==> src/rtl/fft_pkg.sv <==
// Shared constants for the FFT back end: component/level widths, bin count and
// the default scaling applied between |X|^2 and the gamma LUT address.
package fft_pkg;

    localparam int DEF_WIDTH     = 12;
    localparam int DEF_BINS      = 8;
    localparam int DEF_OUT_WIDTH = 8;
    localparam int DEF_SHIFT     = 6;
    localparam int DEF_DECAY     = 4;

    // Bin index is 8 bits so it can hold BINS itself as the "idle" value.
    localparam int IDX_W = 8;

    typedef logic [IDX_W-1:0] bin_idx_t;

    // Low bit of bin i inside the packed levels vector.
    function automatic int level_lsb(input int bin, input int out_width);
        return bin * out_width;
    endfunction

endpackage

==> src/rtl/bin_level_if.sv <==
// FFT result stream in, packed per-bin levels and frame pulse out.
interface bin_level_if #(
    parameter int WIDTH     = fft_pkg::DEF_WIDTH,
    parameter int BINS      = fft_pkg::DEF_BINS,
    parameter int OUT_WIDTH = fft_pkg::DEF_OUT_WIDTH
);
    logic                        ce;
    logic                        sync;
    logic signed [WIDTH-1:0]     re;
    logic signed [WIDTH-1:0]     im;
    logic [BINS*OUT_WIDTH-1:0]   levels;
    logic                        frame_done;

    modport master (
        output ce, sync, re, im,
        input  levels, frame_done
    );

    modport slave (
        input  ce, sync, re, im,
        output levels, frame_done
    );
endinterface

==> src/rtl/bin_level_mag.sv <==
// Registered |X|^2: stage 1 captures the strobed sample, stage 2 holds re^2+im^2,
// with valid and bin index carried alongside.
module mag_sq
    import fft_pkg::*;
#(
    parameter int WIDTH = DEF_WIDTH
) (
    input  logic                    clk,
    input  logic                    reset,
    input  logic                    ce_i,
    input  logic signed [WIDTH-1:0] re_i,
    input  logic signed [WIDTH-1:0] im_i,
    input  bin_idx_t                idx_i,
    output logic                    valid_o,
    output logic [2*WIDTH-1:0]      mag_o,
    output bin_idx_t                idx_o
);

    localparam int MAG_W = 2 * WIDTH;

    logic signed [WIDTH-1:0] re_q, re_d;
    logic signed [WIDTH-1:0] im_q, im_d;
    bin_idx_t                s1_idx_q, s1_idx_d;
    logic                    s1_valid_q;

    logic signed [MAG_W-1:0] re_ext, im_ext;
    logic [MAG_W-1:0]        mag_q, mag_d;
    bin_idx_t                s2_idx_q;
    logic                    s2_valid_q;

    always_comb begin
        re_d     = re_q;
        im_d     = im_q;
        s1_idx_d = s1_idx_q;
        if (ce_i) begin
            re_d     = re_i;
            im_d     = im_i;
            s1_idx_d = idx_i;
        end
    end

    always_ff @(posedge clk or posedge reset) begin
        if (reset) begin
            re_q       <= '0;
            im_q       <= '0;
            s1_idx_q   <= '0;
            s1_valid_q <= 1'b0;
        end else begin
            re_q       <= re_d;
            im_q       <= im_d;
            s1_idx_q   <= s1_idx_d;
            s1_valid_q <= ce_i;
        end
    end

    // Sum of two squares peaks at 2^(2*WIDTH-1) and fits unsigned in MAG_W bits.
    always_comb begin
        re_ext = {{WIDTH{re_q[WIDTH-1]}}, re_q};
        im_ext = {{WIDTH{im_q[WIDTH-1]}}, im_q};
        mag_d  = $unsigned(re_ext * re_ext + im_ext * im_ext);
    end

    always_ff @(posedge clk or posedge reset) begin
        if (reset) begin
            mag_q      <= '0;
            s2_idx_q   <= '0;
            s2_valid_q <= 1'b0;
        end else begin
            mag_q      <= mag_d;
            s2_idx_q   <= s1_idx_q;
            s2_valid_q <= s1_valid_q;
        end
    end

    assign valid_o = s2_valid_q;
    assign mag_o   = mag_q;
    assign idx_o   = s2_idx_q;

endmodule

==> src/rtl/bin_level.sv <==
// Per-bin display level: |X|^2 scaled and saturated to OUT_WIDTH, then peak-held
// with linear decay. Three-cycle latency from strobed sample to level register.
module bin_level
    import fft_pkg::*;
#(
    parameter int WIDTH     = DEF_WIDTH,
    parameter int BINS      = DEF_BINS,
    parameter int OUT_WIDTH = DEF_OUT_WIDTH,
    parameter int SHIFT     = DEF_SHIFT,
    parameter int DECAY     = DEF_DECAY
) (
    input  logic      clk,
    input  logic      reset,
    bin_level_if.slave bus
);

    localparam int                   MAG_W     = 2 * WIDTH;
    localparam bin_idx_t             BINS_IDX  = IDX_W'(BINS);
    localparam bin_idx_t             LAST_IDX  = IDX_W'(BINS - 1);
    localparam logic [OUT_WIDTH-1:0] DECAY_V   = OUT_WIDTH'(DECAY);
    localparam logic [OUT_WIDTH-1:0] LEVEL_MAX = '1;

    bin_idx_t idx_q, idx_d, cur_idx;

    // Index parks at BINS after the last bin (and after reset) so stray samples
    // outside a frame are dropped instead of wrapping onto bin 0.
    always_comb begin
        cur_idx = bus.sync ? '0 : idx_q;
        idx_d   = idx_q;
        if (bus.ce) begin
            idx_d = (cur_idx >= BINS_IDX) ? BINS_IDX : cur_idx + IDX_W'(1);
        end
    end

    always_ff @(posedge clk or posedge reset) begin
        if (reset) begin
            idx_q <= BINS_IDX;
        end else begin
            idx_q <= idx_d;
        end
    end

    logic             mag_valid;
    logic [MAG_W-1:0] mag;
    bin_idx_t         mag_idx;

    mag_sq #(
        .WIDTH (WIDTH)
    ) u_mag_sq (
        .clk     (clk),
        .reset   (reset),
        .ce_i    (bus.ce),
        .re_i    (bus.re),
        .im_i    (bus.im),
        .idx_i   (cur_idx),
        .valid_o (mag_valid),
        .mag_o   (mag),
        .idx_o   (mag_idx)
    );

    logic [MAG_W-1:0]     shifted;
    logic [OUT_WIDTH-1:0] sc_q, sc_d;
    bin_idx_t             sc_idx_q;
    logic                 sc_valid_q, sc_valid_d;

    always_comb begin
        shifted    = mag >> SHIFT;
        sc_d       = (|shifted[MAG_W-1:OUT_WIDTH]) ? LEVEL_MAX : shifted[OUT_WIDTH-1:0];
        sc_valid_d = mag_valid && (mag_idx < BINS_IDX);
    end

    always_ff @(posedge clk or posedge reset) begin
        if (reset) begin
            sc_q       <= '0;
            sc_idx_q   <= '0;
            sc_valid_q <= 1'b0;
        end else begin
            sc_q       <= sc_d;
            sc_idx_q   <= mag_idx;
            sc_valid_q <= sc_valid_d;
        end
    end

    for (genvar gi = 0; gi < BINS; gi++) begin : g_bin
        logic [OUT_WIDTH-1:0] level_q, level_d, decayed;
        logic                 wr_en;

        // Decay never drops below the incoming value: max(L - DECAY, scaled).
        always_comb begin
            wr_en   = sc_valid_q && (sc_idx_q == IDX_W'(gi));
            decayed = (level_q >= DECAY_V) ? level_q - DECAY_V : '0;
            level_d = level_q;
            if (wr_en) begin
                if ((sc_q >= level_q) || (decayed < sc_q)) begin
                    level_d = sc_q;
                end else begin
                    level_d = decayed;
                end
            end
        end

        always_ff @(posedge clk or posedge reset) begin
            if (reset) begin
                level_q <= '0;
            end else begin
                level_q <= level_d;
            end
        end

        assign bus.levels[level_lsb(gi, OUT_WIDTH) +: OUT_WIDTH] = level_q;
    end

    logic frame_done_q, frame_done_d;

    always_comb begin
        frame_done_d = sc_valid_q && (sc_idx_q == LAST_IDX);
    end

    always_ff @(posedge clk or posedge reset) begin
        if (reset) begin
            frame_done_q <= 1'b0;
        end else begin
            frame_done_q <= frame_done_d;
        end
    end

    assign bus.frame_done = frame_done_q;

endmodule

==> src/flat_wrapper.sv <==
// flat-port wrapper written by rule: the top's interface ports become plain ports
module bin_level_flat import fft_pkg::*;
#(
    parameter int WIDTH     = DEF_WIDTH,
    parameter int BINS      = DEF_BINS,
    parameter int OUT_WIDTH = DEF_OUT_WIDTH,
    parameter int SHIFT     = DEF_SHIFT,
    parameter int DECAY     = DEF_DECAY
)
  (clk, reset, bus_ce, bus_sync, bus_re, bus_im, bus_levels, bus_frame_done);
  bin_level_if #(.WIDTH(WIDTH), .BINS(BINS), .OUT_WIDTH(OUT_WIDTH)) bus_i ();
  input  logic clk;
  input  logic reset;
  input wire logic [$bits(bus_i.ce)-1:0] bus_ce;
  input wire logic [$bits(bus_i.sync)-1:0] bus_sync;
  input wire logic [$bits(bus_i.re)-1:0] bus_re;
  input wire logic [$bits(bus_i.im)-1:0] bus_im;
  output wire logic [$bits(bus_i.levels)-1:0] bus_levels;
  output wire logic [$bits(bus_i.frame_done)-1:0] bus_frame_done;
  assign bus_i.ce = bus_ce;
  assign bus_i.sync = bus_sync;
  assign bus_i.re = bus_re;
  assign bus_i.im = bus_im;
  assign bus_levels = bus_i.levels;
  assign bus_frame_done = bus_i.frame_done;
  bin_level #(.WIDTH(WIDTH), .BINS(BINS), .OUT_WIDTH(OUT_WIDTH), .SHIFT(SHIFT), .DECAY(DECAY)) u_core (.clk(clk), .reset(reset), .bus(bus_i));
endmodule
==> config.mk <==
export PLATFORM = sky130hd
export DESIGN_NAME = bin_level_flat
export DESIGN_NICKNAME = d
export VERILOG_FILES = /design/src/rtl/fft_pkg.sv /design/src/rtl/bin_level_if.sv /design/src/rtl/bin_level_mag.sv /design/src/rtl/bin_level.sv /design/src/flat_wrapper.sv
export SDC_FILE = /design/constraint.sdc
export NUM_CORES = 1
export LEC_CHECK = 0
export ABC_AREA = 1
export BUFFER_PORTS_ARGS = -buffer_cell sky130_fd_sc_hd__buf_2
export CAP_MARGIN = 10
export CELL_PAD_IN_SITES_DETAIL_PLACEMENT = 1
export CELL_PAD_IN_SITES_GLOBAL_PLACEMENT = 1
export CORE_MARGIN = 10
export CORE_UTILIZATION = 49
export CTS_CLUSTER_DIAMETER = 200
export DETAILED_ROUTE_END_ITERATION = 8
export PLACE_DENSITY_LB_ADDON = 0.1
export SETUP_SLACK_MARGIN = 0.2
export SYNTH_ARGS = -nofsm -noshare
export SYNTH_HDL_FRONTEND = slang
export SYNTH_SLANG_ARGS = --single-unit
==> constraint.sdc <==
create_clock -name clk -period 7.3 [get_ports clk]
set_input_delay 1.46 -clock clk [delete_from_list [all_inputs] [get_ports clk]]
set_output_delay 1.46 -clock clk [all_outputs]
set_load 0.05 [all_outputs]
# After elaboration in Yosys (flattened, before gate mapping)
# Index checks and enable logic that the tools add are counted.
word_totals:
  register_bits: 156
  latchBits: 0
  ram_bits: 0
  romBits: 0
  word_cells: 103
  memories: 0
classes:
  addsub: 10
  n_mul: 2
  div: 0
  n_lt_le_gt_ge: 26
  n_eq_ne: 7
  shift: 0
  n_mux: 19
  bitwise: 0
  reduce_logical: 19
ops:
  columns: ["op", "n"]
  rows:
  - ["8-bit two-way mux", 19]
  - ["8-bit by 3-bit >= comparator with 1-bit output (second input constant)", 8]
  - ["8-bit >= comparator", 8]
  - ["8-bit < comparator", 8]
  - ["8-bit by 3-bit subtractor with 8-bit output (second input constant)", 8]
  - ["12-bit by 12-bit multiplier with 24-bit output", 2]
  - ["8-bit by 3-bit equality test with 1-bit output (second input constant)", 4]
  - ["24-bit adder", 1]
  - ["8-bit by 2-bit equality test with 1-bit output (second input constant)", 2]
  - ["10-bit OR reduction", 1]
  - ["1-bit logical AND", 9]
  - ["8-bit by 1-bit adder with 8-bit output (second input constant)", 1]
  - ["8-bit by 1-bit equality test with 1-bit output (second input constant)", 1]
  - ["8-bit by 4-bit >= comparator with 1-bit output (second input constant)", 1]
  - ["8-bit logical NOT", 1]
  - ["1-bit logical OR", 8]
  - ["8-bit by 4-bit < comparator with 1-bit output (second input constant)", 1]

# Longest topological paths before layout
depth:
  ltp_word: 5
  depth_mapped: 27
  depth_no_buf: 25

# Hierarchy
# Synthesis repeated with hierarchy kept, for this count alone.
hier_totals:
  hier_cells: 2549
  hier_area_um2: 20777.4
by_module_without_submodules:
  columns: ["module", "n_inst", "cells_each", "area_per_inst_um2"]
  rows:
  - ["mag_sq", 1, 1319, 12180.4]
  - ["bin_level", 1, 1230, 8597.0]

# Worst setup path after synthesis
# No wires, ideal clock.
synth_timing:
  path_kind: "flip-flop to flip-flop"
  from: "register u_core.u_mag_sq.re_q[11]"
  to: "register u_core.u_mag_sq.mag_q[23], in the netlist u_core.u_mag_sq.mag_o[23]"
  setup_time_ps: 117
  arrival_ps: 6067
  required_time_ps: 7183
  setup_slack_ps: 1116
  path_stages_with_launch: 23
  n_path_buf: 2
  period_less_slack_ps: 6184
  path_cell_list: "dfrtp_1 clkbuf_1 clkbuf_1 nand2_1 inv_1 fa_1 fa_1 inv_1 fa_1 fa_1 fa_1 fa_1 fa_1 inv_1 ha_1 inv_1 nor3_1 nand2_1 or2_2 nand3_1 inv_1 nand2_1 nand2_1"
synth_between:
  elab_chain_len: 2
synth_lines:
  columns: ["item", "line", "text"]
  rows:
  - ["start, declared", "bin_level_mag.sv:21", "logic signed [WIDTH-1:0] re_q, re_d;"]
  - ["start signal, assigned", "bin_level_mag.sv:49", "re_q <= re_d;"]
  - ["12-bit by 12-bit multiplier with 24-bit output", "bin_level_mag.sv:60", "mag_d = $unsigned(re_ext * re_ext + im_ext * im_ext);"]
  - ["24-bit adder", "bin_level_mag.sv:60", null]
  - ["via u_core.u_mag_sq.mag_d[23]", "bin_level_mag.sv:27", "logic [MAG_W-1:0] mag_q, mag_d;"]
  - ["end signal, assigned", "bin_level_mag.sv:69", "mag_q <= mag_d;"]
  - ["end, declared", "bin_level_mag.sv:27", null]
# The timed path passes the listed nets, and every way through them passes these cells.
# A chain may end at the register's enable or synchronous reset.

# Worst setup path in the final report
layout_timing:
  from: "register u_core.u_mag_sq.im_q[11]"
  to: "register u_core.u_mag_sq.mag_q[20], in the netlist u_core.u_mag_sq.mag_o[20]"
layout_between:
  elab_chain_len: 2
layout_lines:
  columns: ["item", "line", "text"]
  rows:
  - ["start, declared", "bin_level_mag.sv:22", "logic signed [WIDTH-1:0] im_q, im_d;"]
  - ["start signal, assigned", "bin_level_mag.sv:50", "im_q <= im_d;"]
  - ["12-bit by 12-bit multiplier with 24-bit output", "bin_level_mag.sv:60", null]
  - ["24-bit adder", "bin_level_mag.sv:60", null]
  - ["via u_core.u_mag_sq.mag_d[20]", "bin_level_mag.sv:27", null]
# The timed path passes the listed nets, and every way through them passes these cells.

==> metrics.md <==
| Metric | Value |
|---|---|
| Total Wirelength | `around 59000 um` |
| Post-route ant nets | `0` |
| Latest clock arrival within the worst-skew pair | `0.49 ns` |
| DR iter-0 viols | `735` |
| Least-Margin Pin Slew | `0.988 ns` |
| Layout Cells excl Fill | `3139` |
| Die area | `around 50000 sq um` |
| Vias in the first global route | `18500` |
| # nets final | `roughly 3100` |
| Layout area overhead | `8.30%` |
| Fmax | `approximately 150 MHz` |
| Most used cell, CP | `fa_1` |
| Setup_tns | `0 ns` |
| Initial core utilization | `49.8%` |
| Post-route minimum period | `6.60 ns` |
| Crit. End Element | `register` |
| Post-Route M1 WL | `approximately 24000 um` |
| Yosys cell types | `46` |
| Vias after detailed routing | `16400` |
| Setup CP Type | `reg2reg` |
| Initial antenna violation count | `0` |
| Hold Fails Final Rpt | `0` |
| Fillers | `5058` |
| Num ports | `93` |
| Cell breakdown of the critical path | `nand2_1, fa_1, inv_1, fa_1, fa_1, fa_1, fa_1, fa_1, inv_1, fa_1, inv_1, ha_1, nand2_1, nor3_1, a21oi_1, o21ai_1, nand2_1, nand2_1, xor2_1` |
| Max stage delay on crit path | `0.96 ns` |
| Syn Area/Cell | `8.15 sq um` |
| Setup Buffers After CTS | `0` |
| Max_cap viols | `0` |
| Root Driver | `clkbuf_16` |
| Clock Tree Buf Depth | `2` |
| Commonest non-fill, non-tap cell in the layout | `inv_1` |
| Rows | `between 70 and 80` |
| Main synth FF type | `dfrtp_1` |
| Layout cells sized above 1 | `under 10%` |
| Count of final setup violators | `0` |
| Top routing layer used | `met4` |
| Final worst-path cycle share | `90.4%` |
| GP Congestion | `0.879` |
| Wire per inst | `18.7 um` |
| CTS tree | `yes` |
| H-tree levels | `4` |
| Clock slew at reported path FFs | `approximately 0.080 ns` |
| Hold Crit Class | `reg2reg` |
| Most frequent cells in the layout | `inv_1, nand2_1, fa_1, ha_1, nand3_1` |
| Core area | `about 41000 sq um` |
| R2R Setup Slk | `0.70 ns` |
| Dpl hpwl | `48600 um` |
| Seq. cell area | `3760 sq um` |
| Metal2 WL | `30500 um` |
| Worst EP arrival | `7.02 ns` |
| Diode count | `0` |
| Yosys warns | `0` |
| Outcome | `finished clean` |
| Post-synth EDFFs | `0` |
| Number of remaining DRC errors | `0` |
| Slowest cell on crit path | `fa_1` |
| Post-synthesis cell count | `2508` |
| Worst EP required | `7.72 ns` |
| Clock sinks | `150` |
| Avg Vias per Cell | `5.23` |
| RSZ-0062 raised after global routing | `false` |
| Fraction of registers with async set/reset | `100%` |
| Post-Route Skew | `0.0152 ns` |
| Final count of pins violating max slew | `0` |
| Remaining Overflow, GRT | `0` |
| Rel. slew slack | `33.7%` |
| Fin util | `54.0%` |
| Crit Path Max Fanout | `15` |
| Area of the multi-input gates | `14200 sq um` |
| Num CTS Buffers | `17` |
| Placed cells | `3107` |
| First-pass GRT wire length | `96000 um` |
| Buf/Inv on CP | `3` |
| Seq/Total Area, Yosys | `18.4%` |
| Critical path's top delay family | `adder cells` |
| #FFs+latches synth | `150` |
| Largest net degree at the start of global routing | `100` |
| GR Util All Layers | `roughly 24%` |
| Met3 wire len | `1970 um` |
| Die Span Y | `between 200 and 250 um` |
| Synth Net Count | `3045` |
| Cell area after synthesis | `20400 sq um` |
| IO buf count | `92` |
| DR pass1 iterations | `5` |
| CP Launch Type | `register` |
| Die W | `224 um` |
==> cells by family after synthesis <==
logic type | share of synthesized area, %
AO/OA/AOI/OAI | 4.65
XOR/XNOR | 2.53
buffers and inverters | 12.1
flip-flops | 18.4
AND/OR/NAND/NOR | 20.8
adder cells (fa/ha/maj) | 41.5
==> state kept, by name, summed over array words and instances (netlist names) <==
signal,flops
u_core.bus.frame_done,1
u_core.g_bin.level_q,64
u_core.idx_q,8
u_core.sc_idx_q,8
u_core.sc_q,8
u_core.sc_valid_q,1
u_core.u_mag_sq.idx_o,8
u_core.u_mag_sq.im_q,12
u_core.u_mag_sq.mag_o,18
u_core.u_mag_sq.re_q,12
u_core.u_mag_sq.s1_idx_q,8
u_core.u_mag_sq.s1_valid_q,1
u_core.u_mag_sq.valid_o,1
==> area by class of cell <==
| type | count | share of cell area (%) |
|---|---|---|
| inverter | 623 | 10.6 |
| multi-input combinational | 1700 | 64.2 |
| tap | 532 | 3.01 |
| sequential | 150 | 17.0 |
| clock buffer | 17 | 1.92 |
| clock inverter | 15 | 0.910 |
| timing repair buffer | 102 | 2.42 |
==> worst register-to-register path, cell delays in order (launching register included) <==
cell,delay [ns]
dfrtp_1,0.69
nand2_1,0.21
fa_1,0.96
inv_1,0.13
fa_1,0.53
fa_1,0.45
fa_1,0.57
fa_1,0.43
fa_1,0.49
inv_1,0.05
fa_1,0.54
inv_1,0.06
ha_1,0.35
nand2_1,0.12
nor3_1,0.28
a21oi_1,0.17
o21ai_1,0.22
nand2_1,0.07
nand2_1,0.08
xor2_1,0.14
==> cells in the mapped netlist (13+ instances only) <==
cell type / number / area share [%]
a21oi_1: 76 / 1.9
clkbuf_1: 34 / 0.62
dfrtp_1: 149 / 18
fa_1: 281 / 28
ha_1: 228 / 14
inv_1: 609 / 11
nand2_1: 586 / 11
nand2_2: 17 / 0.52
nand2_4: 13 / 0.72
nand3_1: 150 / 3.7
nand4_1: 15 / 0.46
nor2_1: 131 / 2.4
nor2_2: 15 / 0.46
nor3_1: 18 / 0.44
o21ai_0: 34 / 0.83
xnor2_1: 19 / 0.81
xor2_1: 40 / 1.7
==> routing by layer <==
| layer | global-route usage, % | up-vias |
|---|---|---|
| met2 | 44.0 | 277 |
| met5 | 0 | - |
| li1 | - | 7745 |
| met3 | 3.61 | 107 |
| met4 | 11.4 | 0 |
| met1 | 28.0 | 8296 |
==> path summary, 6_finish.rpt <==
| check | start | endpoint | cells past startpoint |
|---|---|---|---|
| max in group asynchronous | reset | u_core.g_bin[7].level_q[3] | 3 |
| min in group asynchronous | reset | u_core.g_bin[2].level_q[7] | 2 |
| setup / recovery | u_core.u_mag_sq.im_q[11] | u_core.u_mag_sq.mag_o[20] | 19 |
| hold / removal | u_core.u_mag_sq.idx_o[2] | u_core.sc_idx_q[2] | 0 |
| setup reg to reg | u_core.u_mag_sq.im_q[11] | u_core.u_mag_sq.mag_o[20] | 19 |
| hold reg to reg | u_core.u_mag_sq.idx_o[2] | u_core.sc_idx_q[2] | 0 |
==> metrics by stage <==
stage | instance area (sq um) | setup WS (ns) | hold WS, ns
CTS | 22100 | 0.621 | 0.354
finish | 22100 | 0.700 | 0.353
global route | 22100 | 0.298 | 0.359
global placement | 21500 | 0.860 | 0.333
detailed placement | 21500 | 0.657 | 0.336
floorplan | 20400 | 1.12 | 0.331
==> what timing repair did <==
item | 4_1_cts | 5_1_grt
hold buffers | 0 | 0
endpoints found under the hold margin | 0 | 0
endpoints found under the setup margin | 0 | 1
resized for setup | 0 | 1
Power is left out: the tool's default activity adds up to more than one toggle a clock period on the data nets, which glitch-free logic cannot reach.
